**config.mk**
```make
export PLATFORM = sky130hd
export DESIGN_NAME = game_input_ctrl_flat
export DESIGN_NICKNAME = d
export VERILOG_FILES = /design/src/rtl/game_input_ctrl_pkg.sv /design/src/rtl/game_input_ctrl_if.sv /design/src/rtl/game_input_ctrl_debouncer.sv /design/src/rtl/game_input_ctrl.sv /design/src/flat_wrapper.sv
export SDC_FILE = /design/constraint.sdc
export NUM_CORES = 1
export LEC_CHECK = 0
export CORE_ASPECT_RATIO = 1.5
export CORE_MARGIN = 2
export CORE_UTILIZATION = 45
export CTS_CLUSTER_DIAMETER = 120
export DETAILED_ROUTE_END_ITERATION = 12
export PLACE_DENSITY = 0.73
export RECOVER_POWER = 50
export SLEW_MARGIN = 20
export SYNTH_ARGS = -nofsm -noshare
export SYNTH_HDL_FRONTEND = slang
export SYNTH_SLANG_ARGS = --single-unit
```
**constraint.sdc**
```tcl
create_clock -name i_Clk -period 2.2 [get_ports i_Clk]
set_input_delay 0.22 -clock i_Clk [delete_from_list [all_inputs] [get_ports i_Clk]]
set_output_delay 0.22 -clock i_Clk [all_outputs]
set_load 0.01 [all_outputs]
```
**src/rtl/game_input_ctrl_pkg.sv**
```systemverilog
// Shared session-state encoding for the game input controller, renderer and score logic.
package game_pkg;

   typedef enum logic [1:0] {
      s_Ready   = 2'd0,
      s_Playing = 2'd1,
      s_Over    = 2'd2
   } game_state_t;

   // Counter width that still works when a terminal count degenerates to a single cycle.
   function automatic int cnt_width(input int n);
      return (n > 1) ? $clog2(n) : 1;
   endfunction

endpackage

```
**src/rtl/game_input_ctrl_if.sv**
```systemverilog
// Button/death inputs and start/bounce/session outputs of the game input controller.
interface game_input_ctrl_if;
   import game_pkg::*;

   logic        i_Button;
   logic        i_Dead;
   logic        o_Start;
   logic        o_Bounce;
   game_state_t o_Game_State;
   logic        o_Playing;

   modport master (
      output i_Button,
      output i_Dead,
      input  o_Start,
      input  o_Bounce,
      input  o_Game_State,
      input  o_Playing
   );

   modport slave (
      input  i_Button,
      input  i_Dead,
      output o_Start,
      output o_Bounce,
      output o_Game_State,
      output o_Playing
   );

endinterface

```
**src/rtl/game_input_ctrl_debouncer.sv**
```systemverilog
// Button synchronizer, level debouncer and rising-edge press detector; reusable per button.
module button_debouncer
   import game_pkg::*;
#(
   parameter int SYNC_STAGES     = 2,
   parameter int DEBOUNCE_CYCLES = 250000
) (
   input  logic i_Clk,
   input  logic i_Reset,
   input  logic btn_i,
   output logic press_o,
   output logic level_o
);

   localparam int CW = cnt_width(DEBOUNCE_CYCLES);
   localparam logic [CW-1:0] CNT_LAST = CW'(DEBOUNCE_CYCLES - 1);

   logic [SYNC_STAGES-1:0] sync_q;
   logic [SYNC_STAGES-1:0] sync_d;
   logic                   sync;
   logic                   db_q;
   logic                   db_d;
   logic                   db_dly_q;
   logic [CW-1:0]          cnt_q;
   logic [CW-1:0]          cnt_d;

   assign sync_d = {sync_q[SYNC_STAGES-2:0], btn_i};
   assign sync   = sync_q[SYNC_STAGES-1];

   // The level only moves after DEBOUNCE_CYCLES consecutive disagreeing samples.
   always_comb begin
      db_d  = db_q;
      cnt_d = '0;
      if (sync != db_q) begin
         if (cnt_q == CNT_LAST) begin
            db_d = sync;
         end else begin
            cnt_d = cnt_q + CW'(1);
         end
      end
   end

   always_ff @(posedge i_Clk or posedge i_Reset) begin
      if (i_Reset) begin
         sync_q   <= '0;
         db_q     <= 1'b0;
         db_dly_q <= 1'b0;
         cnt_q    <= '0;
      end else begin
         sync_q   <= sync_d;
         db_q     <= db_d;
         db_dly_q <= db_q;
         cnt_q    <= cnt_d;
      end
   end

   assign press_o = db_q & ~db_dly_q;
   assign level_o = db_q;

endmodule

```
**src/rtl/game_input_ctrl.sv**
```systemverilog
// Game session controller: turns debounced presses into start/bounce pulses and
// enforces a lockout after death.
//   state     | meaning
//   s_Ready   | waiting for a press to start the game
//   s_Playing | presses flap the bird; death ends the session
//   s_Over    | lockout running; presses and deaths discarded
module game_input_ctrl
   import game_pkg::*;
#(
   parameter int SYNC_STAGES     = 2,
   parameter int DEBOUNCE_CYCLES = 250000,
   parameter int LOCKOUT_CYCLES  = 25000000
) (
   input  logic             i_Clk,
   input  logic             i_Reset,
   game_input_ctrl_if.slave bus
);

   localparam int LW = cnt_width(LOCKOUT_CYCLES);
   localparam logic [LW-1:0] LOCK_LAST = LW'(LOCKOUT_CYCLES - 1);

   logic          press;
   logic          btn_level;
   game_state_t   state_q;
   game_state_t   state_d;
   logic [LW-1:0] lock_q;
   logic [LW-1:0] lock_d;
   logic          start_q;
   logic          start_d;
   logic          bounce_q;
   logic          bounce_d;
   logic          playing_q;
   logic          playing_d;

   button_debouncer #(
      .SYNC_STAGES    (SYNC_STAGES),
      .DEBOUNCE_CYCLES(DEBOUNCE_CYCLES)
   ) u_button (
      .i_Clk  (i_Clk),
      .i_Reset(i_Reset),
      .btn_i  (bus.i_Button),
      .press_o(press),
      .level_o(btn_level)
   );

   always_comb begin
      state_d  = state_q;
      lock_d   = lock_q;
      start_d  = 1'b0;
      bounce_d = 1'b0;
      case (state_q)
         s_Ready: begin
            if (press) begin
               start_d = 1'b1;
               state_d = s_Playing;
            end
         end
         s_Playing: begin
            // Death takes priority over a coincident flap.
            if (bus.i_Dead) begin
               state_d = s_Over;
               lock_d  = LOCK_LAST;
            end else if (press) begin
               bounce_d = 1'b1;
            end
         end
         s_Over: begin
            if (lock_q == '0) begin
               state_d = s_Ready;
            end else begin
               lock_d = lock_q - LW'(1);
            end
         end
         default: begin
            state_d = s_Ready;
            lock_d  = '0;
         end
      endcase
      playing_d = (state_d == s_Playing);
   end

   always_ff @(posedge i_Clk or posedge i_Reset) begin
      if (i_Reset) begin
         state_q   <= s_Ready;
         lock_q    <= '0;
         start_q   <= 1'b0;
         bounce_q  <= 1'b0;
         playing_q <= 1'b0;
      end else begin
         state_q   <= state_d;
         lock_q    <= lock_d;
         start_q   <= start_d;
         bounce_q  <= bounce_d;
         playing_q <= playing_d;
      end
   end

   assign bus.o_Start      = start_q;
   assign bus.o_Bounce     = bounce_q;
   assign bus.o_Game_State = state_q;
   assign bus.o_Playing    = playing_q;

   logic unused_level;
   assign unused_level = btn_level;

endmodule

```
**src/flat_wrapper.sv**
```systemverilog
// flat-port wrapper written by rule: the top's interface ports become plain ports
module game_input_ctrl_flat import game_pkg::*;
#(
   parameter int SYNC_STAGES     = 2,
   parameter int DEBOUNCE_CYCLES = 250000,
   parameter int LOCKOUT_CYCLES  = 25000000
)
  (i_Clk, i_Reset, bus_i_Button, bus_i_Dead, bus_o_Start, bus_o_Bounce, bus_o_Game_State, bus_o_Playing);
  game_input_ctrl_if bus_i ();
  input  logic i_Clk;
  input  logic i_Reset;
  input wire logic [$bits(bus_i.i_Button)-1:0] bus_i_Button;
  input wire logic [$bits(bus_i.i_Dead)-1:0] bus_i_Dead;
  output wire logic [$bits(bus_i.o_Start)-1:0] bus_o_Start;
  output wire logic [$bits(bus_i.o_Bounce)-1:0] bus_o_Bounce;
  output wire logic [$bits(bus_i.o_Game_State)-1:0] bus_o_Game_State;
  output wire logic [$bits(bus_i.o_Playing)-1:0] bus_o_Playing;
  assign bus_i.i_Button = bus_i_Button;
  assign bus_i.i_Dead = bus_i_Dead;
  assign bus_o_Start = bus_i.o_Start;
  assign bus_o_Bounce = bus_i.o_Bounce;
  assign bus_o_Game_State = bus_i.o_Game_State;
  assign bus_o_Playing = bus_i.o_Playing;
  game_input_ctrl #(.SYNC_STAGES(SYNC_STAGES), .DEBOUNCE_CYCLES(DEBOUNCE_CYCLES), .LOCKOUT_CYCLES(LOCKOUT_CYCLES)) u_core (.i_Clk(i_Clk), .i_Reset(i_Reset), .bus(bus_i));
endmodule
```
# == Word level (Yosys, flattened, before mapping) ==
# Cells that the tools add are included.
# classes
n_addsub,2
n_eq_ne,7
n_mux,13
bitwise,3
n_reduce_logical,4
# op_table
cell,n
$pmux 25 s3,1
$mux 25,2
$mux 18,2
$logic_not 25->1,1
$sub 25x1->25 const B,1
$add 18x1->18 const B,1
$eq 18x18->1 const B,1
$mux 2,3
$pmux 2 s3,1
$eq 2x1->1 const B,2
$mux 1,4
$ne 2x2->1 const B,2
$reduce_and 3->1,1
$eq 2x2->1 const B,1
$logic_not 2->1,1
$not 1->1,2
$reduce_and 2->1,1
$and 1x1->1,1
$ne 1x1->1,1
# word_totals
reg_bits,52
inputBits,4
output_inout_bits,5
word_cells,38

# == Logic depth before layout (Yosys ltp) ==
# depth
ltp_word,5
mapped_depth,9
depth_no_buf,7

# == Modules after synthesis ==
# A second synthesis with hierarchy kept.
# unflattened
hier_cells,313
hier_area_um2,2960.3
# by_module_without_submodules
module,n_inst,cells_per_inst,area_per_inst_um2,seq_area_each_um2
game_input_ctrl,1,207,1873.0,750.7
button_debouncer,1,106,1087.3,550.5

# == Least setup slack after synthesis ==
# Ideal clock, no wire load.
# synth_path
kind,reg2reg
start,register u_core.state_q[0] (netlist: u_core.bus.o_Game_State[0])
end,register u_core.lock_q[4]
setup_time_ps,121
t_arrival_ps,2362
required_time_ps,2079
setup_slack_ps,-282
stages_incl_launch_ff,9
path_buffers,2
period_less_slack_ps,2482
cell_sequence,dfrtp_1 > inv_1 > ha_1 > clkbuf_1 > or4bb_1 > or4_4 > o21a_1 > buf_6 > a22o_1
# synth_via
elab_chain_len,3
elab_cells_between_ends,8
classes_between,4 x eq/ne; 1 x mux; 1 x bitwise; 2 x reduce/logical
# synth_rtl
item,line,rtl
start: declaration,game_input_ctrl.sv:24,game_state_t state_q;
start signal: assignment,game_input_ctrl.sv:84,state_q <= s_Ready;
start signal: assignment,game_input_ctrl.sv:90,state_q <= state_d;
"$eq 2x2->1, or another cell as far along",game_input_ctrl.sv:51,case (state_q)
$ne 2x2->1 (no source line) or $not 1->1 (tied branches),-,
$reduce_and 3->1 (no source line),-,
end signal: assignment,game_input_ctrl.sv:91,lock_q <= lock_d;
end: declaration,game_input_ctrl.sv:26,logic [LW-1:0] lock_q;
# Several ways; a longest one is shown, not always the timed one.
# A chain may end at the register's enable or synchronous reset.

# == Worst setup path after layout ==
# layout_path
start,register u_core.state_q[0] (netlist: u_core.bus.o_Game_State[0])
end,register u_core.lock_q[9]
# Same word-level chain as after synthesis.

==> metrics list <==
- Arrival time at the worst endpoint: 2460 ps
* Input/output buffers: 8
- Wire length of the first global-routing pass: 11400 um
- Element type at the critical path end: flip-flop
* Final Critical Period: 2250 ps
* Endpoint of the lowest-slack register-to-register path: u_core.lock_q[9]
* Required time worst endpoint: about 2400 ps
* Final routed wirelength across all metal layers: around 7000 um
- Setup violations remaining at the end of the flow were counted as 15.
* Area growth syn-to-layout: 24.1%
- After Yosys synthesis, and, or, nand and nor cells account for 21.2% of the synthesized area.
- The number of nets in the synthesized netlist is ~310.
- Aggregate negative setup slack: -369 ps
- CORE AREA: 5870 um^2
- For this run, the leading register cell type out of synthesis is sky130_fd_sc_hd__dfrtp_1.
- Detailed router's first-iteration violation count: between 150 and 200
- Site row count: 34
* Mean number of vias per cell: ~5.8
* Residual DRC: 0
- The cell count after synthesis came out at around 300.
- Hold path start: u_core.u_button.sync_q[0]
- Kind of critical path: flip-flop to flip-flop
- Dividing total power by cell area gives a power density of 1030 nW/um^2.
- Sink of the worst hold path: u_core.u_button.sync_q[1]
- Setup WS post-layout: -52.1 ps
- The synthesized netlist devotes a little under a fifth of its cell area to compound gates.
- Clock root cell: sky130_fd_sc_hd__clkbuf_8
- VDD sags by at most 0.541 mV.
- Counting the buffers created by CTS gives 5.
* Combinational family with the most area after synthesis: simple AND/OR/NAND/NOR gates
- The hold violation count in the final report was 0.
* Synthesized flop and latch total: 52
- Avg Cell Area, Syn: 9.13 um^2
- Leakage power: between 1.5 and 2 nW
- The critical path starts at u_core.bus.o_Game_State[0].
* Fraction of final layout cells with drive strength greater than 1: roughly a quarter
- Register-to-register setup slack: -50 ps
- Fmax: 0.444 GHz
- Measured on the finished design, the core utilization comes to 58.2%.
* Pin count of the biggest net entering global routing: 53
- The max-slew violation total from the final report was 0.
- Final clock period utilization by the worst path: 102%
- By area the synthesized netlist is led by sky130_fd_sc_hd__dfrtp_1 (47%), sky130_fd_sc_hd__o21ai_0 (6.9%), sky130_fd_sc_hd__nor2_1 (5.3%).
- The congestion estimate from routability-driven global placement came to 0.825.
- Tightest Hold Check Type: flip-flop to flip-flop
- After detailed placement, the total cell area comes to between 3000 and 4000 um^2.
- Number of antenna violations at the first check in global routing: 0
- Depth of the worst register-to-register path: 7
* Async set or reset register ratio after synthesis: 100%
- TritonCTS clock tree: built
* Detailed placement HPWL: 4720 um
- Pre-antenna DRT Iters: 5
- The completed layout was analyzed and its total power is around 0.0035 W.
- In this run, distinct cell masters in the synthesized netlist total 45.
- Violations in the final reports: negative setup slack
- The synthesized netlist occupies a cell area of 2760 um^2.
* Most repeated cell in the gate-level netlist after synthesis: sky130_fd_sc_hd__dfrtp_1
* Unrepaired setup endpoints after global routing: true
- Die Span X: 67.9 um
- After Yosys synthesis, XOR and XNOR cells account for 5.40% of the synthesized area.
- Clock tree buffer depth: 2
* Largest fanout of any net on the critical path: 4
- In the final design database the tool counted 358 nets.
- Post-placement worst setup slack: -77.5 ps
* Fraction of the mapped netlist area in adder cells: under 10%
- Status: finished, violations left
- Number of global-route vias before repair: 2489
- CTS HTree Levels: 2
- Counting instances, the worst hold path has a depth of 0.
- For this run, the number of Yosys warnings is 0.
- Detailed-route via count: around 2500
* Initial Util: 47.0%
- Overall global routing resource usage: 21.9%
* Normalized max-slew margin: 15.9%
* Average routed wire per standard cell: between 15 and 20 um
* Worst Tran Pin Value: 1260 ps
- The synthesized design contains 0 enable-type register cells.
- The startpoint identified for the worst register-to-register timing path is u_core.bus.o_Game_State[0].
* Number of nets with antenna violations after detailed routing: 0
- Diode insertion count for antenna repair: 0
- Commonest cells post-synth: sky130_fd_sc_hd__dfrtp_1 (52), sky130_fd_sc_hd__nor2_1 (39), sky130_fd_sc_hd__o21ai_0 (38)
- The synthesized design devotes to its leading area cell type 47.2% of total area.
- The total overflow left after global routing is 0.
* Final standard cell area without fillers: 3420 um^2
- The worst setup path is launched from a flip-flop.
- Sequential fraction of the synthesis area: between 40% and 50%
- 9 I/O pins were placed.
- Die height: 99.9 um
* TritonCTS sink count: 52
- Clock-pin slew was measured on the worst setup and hold paths at 110 ps.
* Library cell with the largest summed area after synthesis: sky130_fd_sc_hd__dfrtp_1
- Max-cap violations in this run came to 0.
- The die covers about 6800 um^2.
- Multiplexer share of the synthesized area: 0.409%
* Final Skew: 9.13 ps
* Clock insertion delay at the later pin of the skew report: 310 ps
## cell usage in the layout (no fill, tap or decap), types with 3 or more instances in the layout
cell,n
sky130_fd_sc_hd__nand3b_1,3
sky130_fd_sc_hd__nor2_1,38
sky130_fd_sc_hd__o21ai_2,11
sky130_fd_sc_hd__nand2b_1,3
sky130_fd_sc_hd__a21oi_1,9
sky130_fd_sc_hd__inv_1,9
sky130_fd_sc_hd__or4_1,5
sky130_fd_sc_hd__nand2_1,11
sky130_fd_sc_hd__clkdlybuf4s50_1,6
sky130_fd_sc_hd__buf_4,40
sky130_fd_sc_hd__nor3_1,10
sky130_fd_sc_hd__a31oi_1,11
sky130_fd_sc_hd__o21ai_0,16
sky130_fd_sc_hd__o21ai_1,18
sky130_fd_sc_hd__xor2_1,4
sky130_fd_sc_hd__clkbuf_8,5
sky130_fd_sc_hd__a41oi_1,3
sky130_fd_sc_hd__nor4_1,9
sky130_fd_sc_hd__nand2_4,3
sky130_fd_sc_hd__dfrtp_1,52
sky130_fd_sc_hd__nand3_1,8
sky130_fd_sc_hd__xnor2_1,13
sky130_fd_sc_hd__a22o_1,4
sky130_fd_sc_hd__and2_1,3
sky130_fd_sc_hd__ha_1,3
sky130_fd_sc_hd__buf_6,5
sky130_fd_sc_hd__o41ai_1,3
## through the flow
step                      instances  hold slack [ps]
final                           421              360
after detailed placement        404              342
after floorplan                 302              251
after CTS                       418              332
after global placement          404              336
after global routing            421              381
## repair_timing
action,CTS,global route
buffers inserted,4,3
pin swaps,6,3
resized for setup,29,27
gates cloned,2,0
setup endpoints to repair,22,24
hold buffers,0,0
## sequential cells by signal, indices dropped and copies added (netlist names)
signal,cells
u_core.bus.o_Bounce,1
u_core.bus.o_Game_State,2
u_core.bus.o_Playing,1
u_core.bus.o_Start,1
u_core.lock_q,25
u_core.u_button.cnt_q,18
u_core.u_button.db_dly_q,1
u_core.u_button.level_o,1
u_core.u_button.sync_q,2
## metal layers
layer	wire (um)	vias up	track usage, %
met5	0	-	0
met4	254	0	13.4
met3	234	24	2.69
met2	3620	58	37.0
met1	2780	1191	26.0
li1	-	1181	-
## report_power, final
group	switching (W)	internal, W
Sequential	0.0000716	0.00104
Clock	0.000346	0.000227
Combinational	0.00103	0.000800
## how the worst max path moves through the flow
stage                     slack (ps)               end
after global placement           -30  u_core.lock_q[6]
after floorplan                 -170  u_core.lock_q[4]
final                            -50  u_core.lock_q[9]
after CTS                        -20  u_core.lock_q[9]
after detailed placement         -80  u_core.lock_q[6]
after global routing            -120  u_core.lock_q[9]
## worst max-delay path: stages (launching register included)
cell,delay [ps]
sky130_fd_sc_hd__dfrtp_1,410
sky130_fd_sc_hd__inv_2,80
sky130_fd_sc_hd__ha_4,120
sky130_fd_sc_hd__or4bb_1,500
sky130_fd_sc_hd__or4_4,460
sky130_fd_sc_hd__o21ai_4,230
sky130_fd_sc_hd__nor2_2,100
sky130_fd_sc_hd__a32o_1,260
## cell type report
| type | instances | area (um^2) |
|---|---|---|
| Fill cell | 513 | 2450 |
| Sequential cell | 52 | 1300 |
| Clock inverter | 3 | 21.3 |
| Clock buffer | 5 | 68.8 |
| Inverter | 12 | 45.0 |
| Tap cell | 72 | 90.1 |
| Multi-Input combinational cell | 222 | 1440 |
| Timing Repair Buffer | 55 | 457 |
## cell families after synthesis
kind of cell	Yosys count
adder cells (fa/ha/maj)	6
flip-flops	52
multiplexers	1
buffers and inverters	28
XOR/XNOR	17
AND/OR/NAND/NOR	113
AO/OA/AOI/OAI	85
Note: power is estimated with default switching activity, not from simulation.
